==> src/rtl/seq_div.sv <==
// Iterative restoring divider producing one quotient bit per clock, signed or unsigned
// per operation, with a start/busy/done handshake and Z/N/C/V flags for the ALU.
module seq_div #(
    parameter int WIDTH = 32
) (
    input  logic             clk_i,
    input  logic             reset_i,
    input  logic             start_i,
    input  logic [WIDTH-1:0] A_i,
    input  logic [WIDTH-1:0] B_i,
    input  logic             sign_i,
    output logic             busy_o,
    output logic             done_o,
    output logic [WIDTH-1:0] quotient_o,
    output logic [WIDTH-1:0] residue_o,
    output logic             Z_o,
    output logic             N_o,
    output logic             C_o,
    output logic             V_o
);

    localparam int CW = $clog2(WIDTH + 1);
    localparam logic [WIDTH-1:0] MostNeg = {1'b1, {(WIDTH-1){1'b0}}};

    typedef enum logic [1:0] {
        IDLE,
        CALC,
        FIX
    } state_t;

    state_t           state_q;
    logic [CW-1:0]    count_q;
    logic [WIDTH-1:0] rem_q;
    logic [WIDTH-1:0] dvd_q;
    logic [WIDTH-1:0] dsr_q;
    logic [WIDTH-1:0] quotient_q;
    logic [WIDTH-1:0] residue_q;
    logic             qNeg_q;
    logic             rNeg_q;
    logic             ovf_q;
    logic             sign_q;
    logic             busy_q;
    logic             done_q;
    logic             z_q;
    logic             n_q;
    logic             c_q;
    logic             v_q;

    logic [WIDTH-1:0] aMag;
    logic [WIDTH-1:0] bMag;
    logic             ovfIn;
    logic [WIDTH:0]   shifted;
    logic [WIDTH:0]   trial;
    logic [WIDTH-1:0] rem_d;
    logic [WIDTH-1:0] dvd_d;
    logic [WIDTH-1:0] qFix;
    logic [WIDTH-1:0] rFix;

    // The most-negative magnitude still fits in WIDTH unsigned bits, so no extra bit is needed.
    always_comb begin
        aMag  = (sign_i && A_i[WIDTH-1]) ? -A_i : A_i;
        bMag  = (sign_i && B_i[WIDTH-1]) ? -B_i : B_i;
        ovfIn = sign_i && (A_i == MostNeg) && (B_i == '1);
    end

    // A borrow out of the trial subtraction means the divisor did not fit this step.
    always_comb begin
        shifted = {rem_q, dvd_q[WIDTH-1]};
        trial   = shifted - {1'b0, dsr_q};
        if (trial[WIDTH]) begin
            rem_d = shifted[WIDTH-1:0];
            dvd_d = {dvd_q[WIDTH-2:0], 1'b0};
        end else begin
            rem_d = trial[WIDTH-1:0];
            dvd_d = {dvd_q[WIDTH-2:0], 1'b1};
        end
    end

    always_comb begin
        qFix = qNeg_q ? -dvd_q : dvd_q;
        rFix = rNeg_q ? -rem_q : rem_q;
    end

    always_ff @(posedge clk_i) begin
        if (reset_i) begin
            state_q    <= IDLE;
            count_q    <= '0;
            rem_q      <= '0;
            dvd_q      <= '0;
            dsr_q      <= '0;
            quotient_q <= '0;
            residue_q  <= '0;
            qNeg_q     <= 1'b0;
            rNeg_q     <= 1'b0;
            ovf_q      <= 1'b0;
            sign_q     <= 1'b0;
            busy_q     <= 1'b0;
            done_q     <= 1'b0;
            z_q        <= 1'b0;
            n_q        <= 1'b0;
            c_q        <= 1'b0;
            v_q        <= 1'b0;
        end else begin
            done_q <= 1'b0;
            case (state_q)
                IDLE: begin
                    if (start_i) begin
                        sign_q <= sign_i;
                        dvd_q  <= aMag;
                        dsr_q  <= bMag;
                        // Divide-by-zero never enters the engine; its result is ready at once.
                        if (B_i == '0) begin
                            quotient_q <= '1;
                            residue_q  <= A_i;
                            z_q        <= 1'b0;
                            n_q        <= 1'b0;
                            c_q        <= 1'b0;
                            v_q        <= 1'b1;
                            done_q     <= 1'b1;
                        end else begin
                            qNeg_q  <= sign_i & (A_i[WIDTH-1] ^ B_i[WIDTH-1]);
                            rNeg_q  <= sign_i & A_i[WIDTH-1];
                            ovf_q   <= ovfIn;
                            rem_q   <= '0;
                            count_q <= '0;
                            busy_q  <= 1'b1;
                            state_q <= CALC;
                        end
                    end
                end
                CALC: begin
                    rem_q   <= rem_d;
                    dvd_q   <= dvd_d;
                    count_q <= count_q + CW'(1);
                    if (count_q == CW'(WIDTH - 1)) begin
                        state_q <= FIX;
                    end
                end
                FIX: begin
                    quotient_q <= qFix;
                    residue_q  <= rFix;
                    z_q        <= (qFix == '0);
                    n_q        <= sign_q & qFix[WIDTH-1];
                    c_q        <= (rFix != '0);
                    v_q        <= ovf_q;
                    done_q     <= 1'b1;
                    busy_q     <= 1'b0;
                    state_q    <= IDLE;
                end
                default: begin
                    state_q <= IDLE;
                    busy_q  <= 1'b0;
                end
            endcase
        end
    end

    assign busy_o     = busy_q;
    assign done_o     = done_q;
    assign quotient_o = quotient_q;
    assign residue_o  = residue_q;
    assign Z_o        = z_q;
    assign N_o        = n_q;
    assign C_o        = c_q;
    assign V_o        = v_q;

endmodule

==> config.mk <==
export PLATFORM = sky130hd
export DESIGN_NAME = seq_div
export DESIGN_NICKNAME = d
export VERILOG_FILES = /design/src/rtl/seq_div.sv
export SDC_FILE = /design/constraint.sdc
export NUM_CORES = 1
export LEC_CHECK = 0
export CAP_MARGIN = 20
export CORE_MARGIN = 3
export CORE_UTILIZATION = 35
export DETAILED_ROUTE_END_ITERATION = 7
export PLACE_DENSITY = 0.53
export SYNTH_ARGS = -nofsm -noshare
export SYNTH_HDL_FRONTEND = slang
export SYNTH_SLANG_ARGS = --single-unit
==> constraint.sdc <==
create_clock -name clk_i -period 3.9 [get_ports clk_i]
set_clock_uncertainty 0.2 [all_clocks]
set_input_delay 0.78 -clock clk_i [delete_from_list [all_inputs] [get_ports clk_i]]
set_output_delay 0.78 -clock clk_i [all_outputs]
set_load 0.01 [all_outputs]
==> qor.csv, run 1 <==
metric;value;unit
htree_levels;4;
fin_crit_sh;94.4;%
setup-violations-final;0;
finalMaxSlewViolations;0;
power_frac_clock;36.5;%
p_leak;5.42;nW
netSwitchingPower;1.59;mW
grt_pass1_wl;62600;µm
die-area;36500;µm²
ys.flop_type;dfxtp_1;
cts_sinks;178;
ctsRootBufferMaster;clkbuf_16;
vias;11957;
placedCellCount;2114;
cp-start-kind;flip-flop;
chipHeight;191;µm
synth_area_leaders;dfxtp_1 30%, xnor2_1 6.1%, nand2_1 6.0%;
num-fill-cells;3439;
finish.utilization;44.1;%
rsz0062_at_grt;no;
maxCapViolCount;0;
io_buffer_count;137;
p_int;3.19;mW
start_util;35.6;%
io_pins;138;
clkSlewWorstSetupHoldPaths;0.08;ns
grt_max_degree;108;
cts_tree;built;
multi_input_area;7790;µm²
rr_startpoint;dvd_q[31]$_SDFFE_PP0P_;
relSlewSlack;48.1;%
seq_area;3560;µm²
yosysMostFrequentCell;nand2_1;
first_iter_violations;705;
min_to;dsr_q[0]$_SDFFE_PP0P_;
yosysTopAreaCell;dfxtp_1;
yosys.cell_types.count;82;
viasPerCell;5.57;
fin_cells;2146;
postSynthCellCount;1552;
synthToLayoutAreaGrowth;23.7;%
rr_worst_depth;14;
antenna_found_initial;0;
coreArea;33600;µm²
numCtsBuffers;17;
first_global_vias;11262;
vdd_drop_max;0.324;mV
min_path_cells;2;
period_needed;3.68;ns
min_path_type;reg -> reg;
synth_top_area_share;29.8;%
track_usage;21.6;%
n_antenna_cell;0;
syn_avg_cell_area;7.72;µm²
final-hold-violation-count;0;
rows;67;
comb_power_share;22.4;%
ys_seq_elements;178;
clock_latency;0.46;ns
gr-total-overflow;0;
crit_required;4.03;ns
ctsResizeCount;0;
p_sw_share;33.3;%
synth-async-reset-ratio;0;%
arrival;3.82;ns
yosysSeqAreaShare;29.8;%
worstMarginPinSlew;0.777;ns
max_freq;272;MHz
hp-start;dsr_q[0]$_SDFFE_PP0P_;
remaining_drc_errors;0;
ctsHoldBuffers;0;
synth_edf_count;0;
yosys_warnings;0;
first_pass_iters;5;
end_kind;flip-flop;
power_density;323;nW/µm²
synthesis.area;12000;µm²
r2r_end;rem_q[18]$_SDFFE_PP0P_;
dp_hpwl;30600;µm
die_w;191;µm
ctsLongestPathBuffers;2;
synth.net_count;1660;
antenna_left;0;
gp_routability_congestion;0.917;
post_cts_buffers;0;
synth.top_cells.by_count;193 x nand2_1, 178 x dfxtp_1, 163 x nor2_1, 90 x a21oi_1, 90 x clkbuf_1;
outcome;finished clean;
pwr-share-seq;41.1;%
wl_per_cell;18.6;µm
drive_gt1_share;8.95;%
routed_wirelength;40000;µm
r2r_slack;0.22;ns
critPathKind;reg -> reg;
nets;1793;
path_max_fanout;18;
==> power by group through the flow <==
stage	sequential, mW	clock (mW)	combinational, mW
after floorplan	1.96	0	0.710
after global placement	2.01	0	1.06
after detailed placement	2.01	0	1.06
after CTS	1.96	1.79	1.07
after global routing	1.97	1.86	1.17
final	1.96	1.74	1.07
==> routing by layer <==
metal | global-route usage, % | share of wire, % | vias to the layer above
met5 | 0 | 0 | -
met4 | 5.96 | 1.7 | 0
met1 | 29.3 | 47 | 5697
met2 | 36.0 | 47 | 331
li1 | - | - | 5888
met3 | 2.88 | 5.1 | 41
==> layout by cell type (no fill, tap or decap), drive strengths merged, types with 10 or more instances in the layout <==
master         count
nand2            193
dfxtp            178
nor2             163
clkdlybuf4s50    136
a21oi             90
buf               86
xnor2             85
o21ai             84
inv               65
xor2              61
nor3              42
ha                39
mux2i             36
a311oi            34
a211oi            32
o31ai             30
a22oi             29
nand3             28
a221oi            27
nand4             22
or3               22
nor4              21
clkbuf            18
nand2b            15
or4               15
a31oi             13
o41ai             13
and3              11
a21o              10
==> how the worst max path moves through the flow <==
stage                                       from                         end  slack [ns]  cells after the start
after global placement                   A_i[12]      dvd_q[25]$_SDFFE_PP0P_       -0.02                     11
final                     dvd_q[31]$_SDFFE_PP0P_      rem_q[18]$_SDFFE_PP0P_        0.22                     14
after global routing      dvd_q[31]$_SDFFE_PP0P_      rem_q[19]$_SDFFE_PP0P_        0.02                     14
after CTS                 dvd_q[31]$_SDFFE_PP0P_      rem_q[28]$_SDFFE_PP0P_        0.23                     14
after detailed placement                 B_i[12]  residue_o[20]$_SDFFE_PP0P_        -0.1                     10
after floorplan           dvd_q[31]$_SDFFE_PP0P_      rem_q[25]$_SDFFE_PP0P_        0.46                     13
==> cell type report <==
class | count | share of cell area, %
clock buffer | 18 | 2.90
clock inverter | 14 | 1.10
inverter | 57 | 1.44
multi-input combinational | 1209 | 52.6
sequential | 178 | 24.1
tap | 448 | 3.78
timing repair buffer | 222 | 14.1
==> cell families (layout without fill, tap and decap cells) <==
group | count (synthesis) | count (layout) | synth area share [%]
simple gates | 567 | 567 | 22.7
mux | 38 | 38 | 3.20
compound gates | 418 | 418 | 23.9
buf+inv | 165 | 311 | 5.46
xor+xnor | 146 | 146 | 10.7
fa+ha+maj | 40 | 40 | 4.24
flops | 178 | 178 | 29.8
==> worst max-delay path, stage by stage (launching register included) <==
cell	delay (ns)
dfxtp_1	0.35
inv_1	0.06
ha_1	0.24
fa_1	0.41
nor2b_1	0.20
o2111ai_1	0.19
a31oi_1	0.31
o22ai_1	0.19
o41ai_2	0.23
buf_4	0.18
a31oi_1	0.17
xnor2_4	0.29
buf_12	0.21
mux2i_1	0.22
o21ai_0	0.09
==> stage by stage <==
step	setup TNS [ns]	power, mW	hold slack (ns)	cell area (µm²)	worst slack [ns]
finish	0	4.78	0.262	14800	0.217
global route	0	5.01	0.282	14800	0.0215
CTS	0	4.82	0.265	14800	0.230
detailed placement	-1.40	3.07	0.254	14200	-0.0959
global placement	-0.0425	3.06	0.256	14200	-0.0243
floorplan	0	2.67	0.237	12000	0.462
==> registers in the layout (all words and copies together) (netlist names), 2 cells and up <==
signal and count:
count_q 6, dsr_q 32, dvd_q 32, quotient_o 32, rem_q 32, residue_o 32, state_q 2
(Power assumes the default switching activity.)
==> run 2, diff against run 1 <==
- CTS_CLUSTER_DIAMETER: not set -> 60
- SLEW_MARGIN: not set -> 0
==> results of run 2 <==
Same layout as run 1: the final DEF is identical, and so are final timing and power.
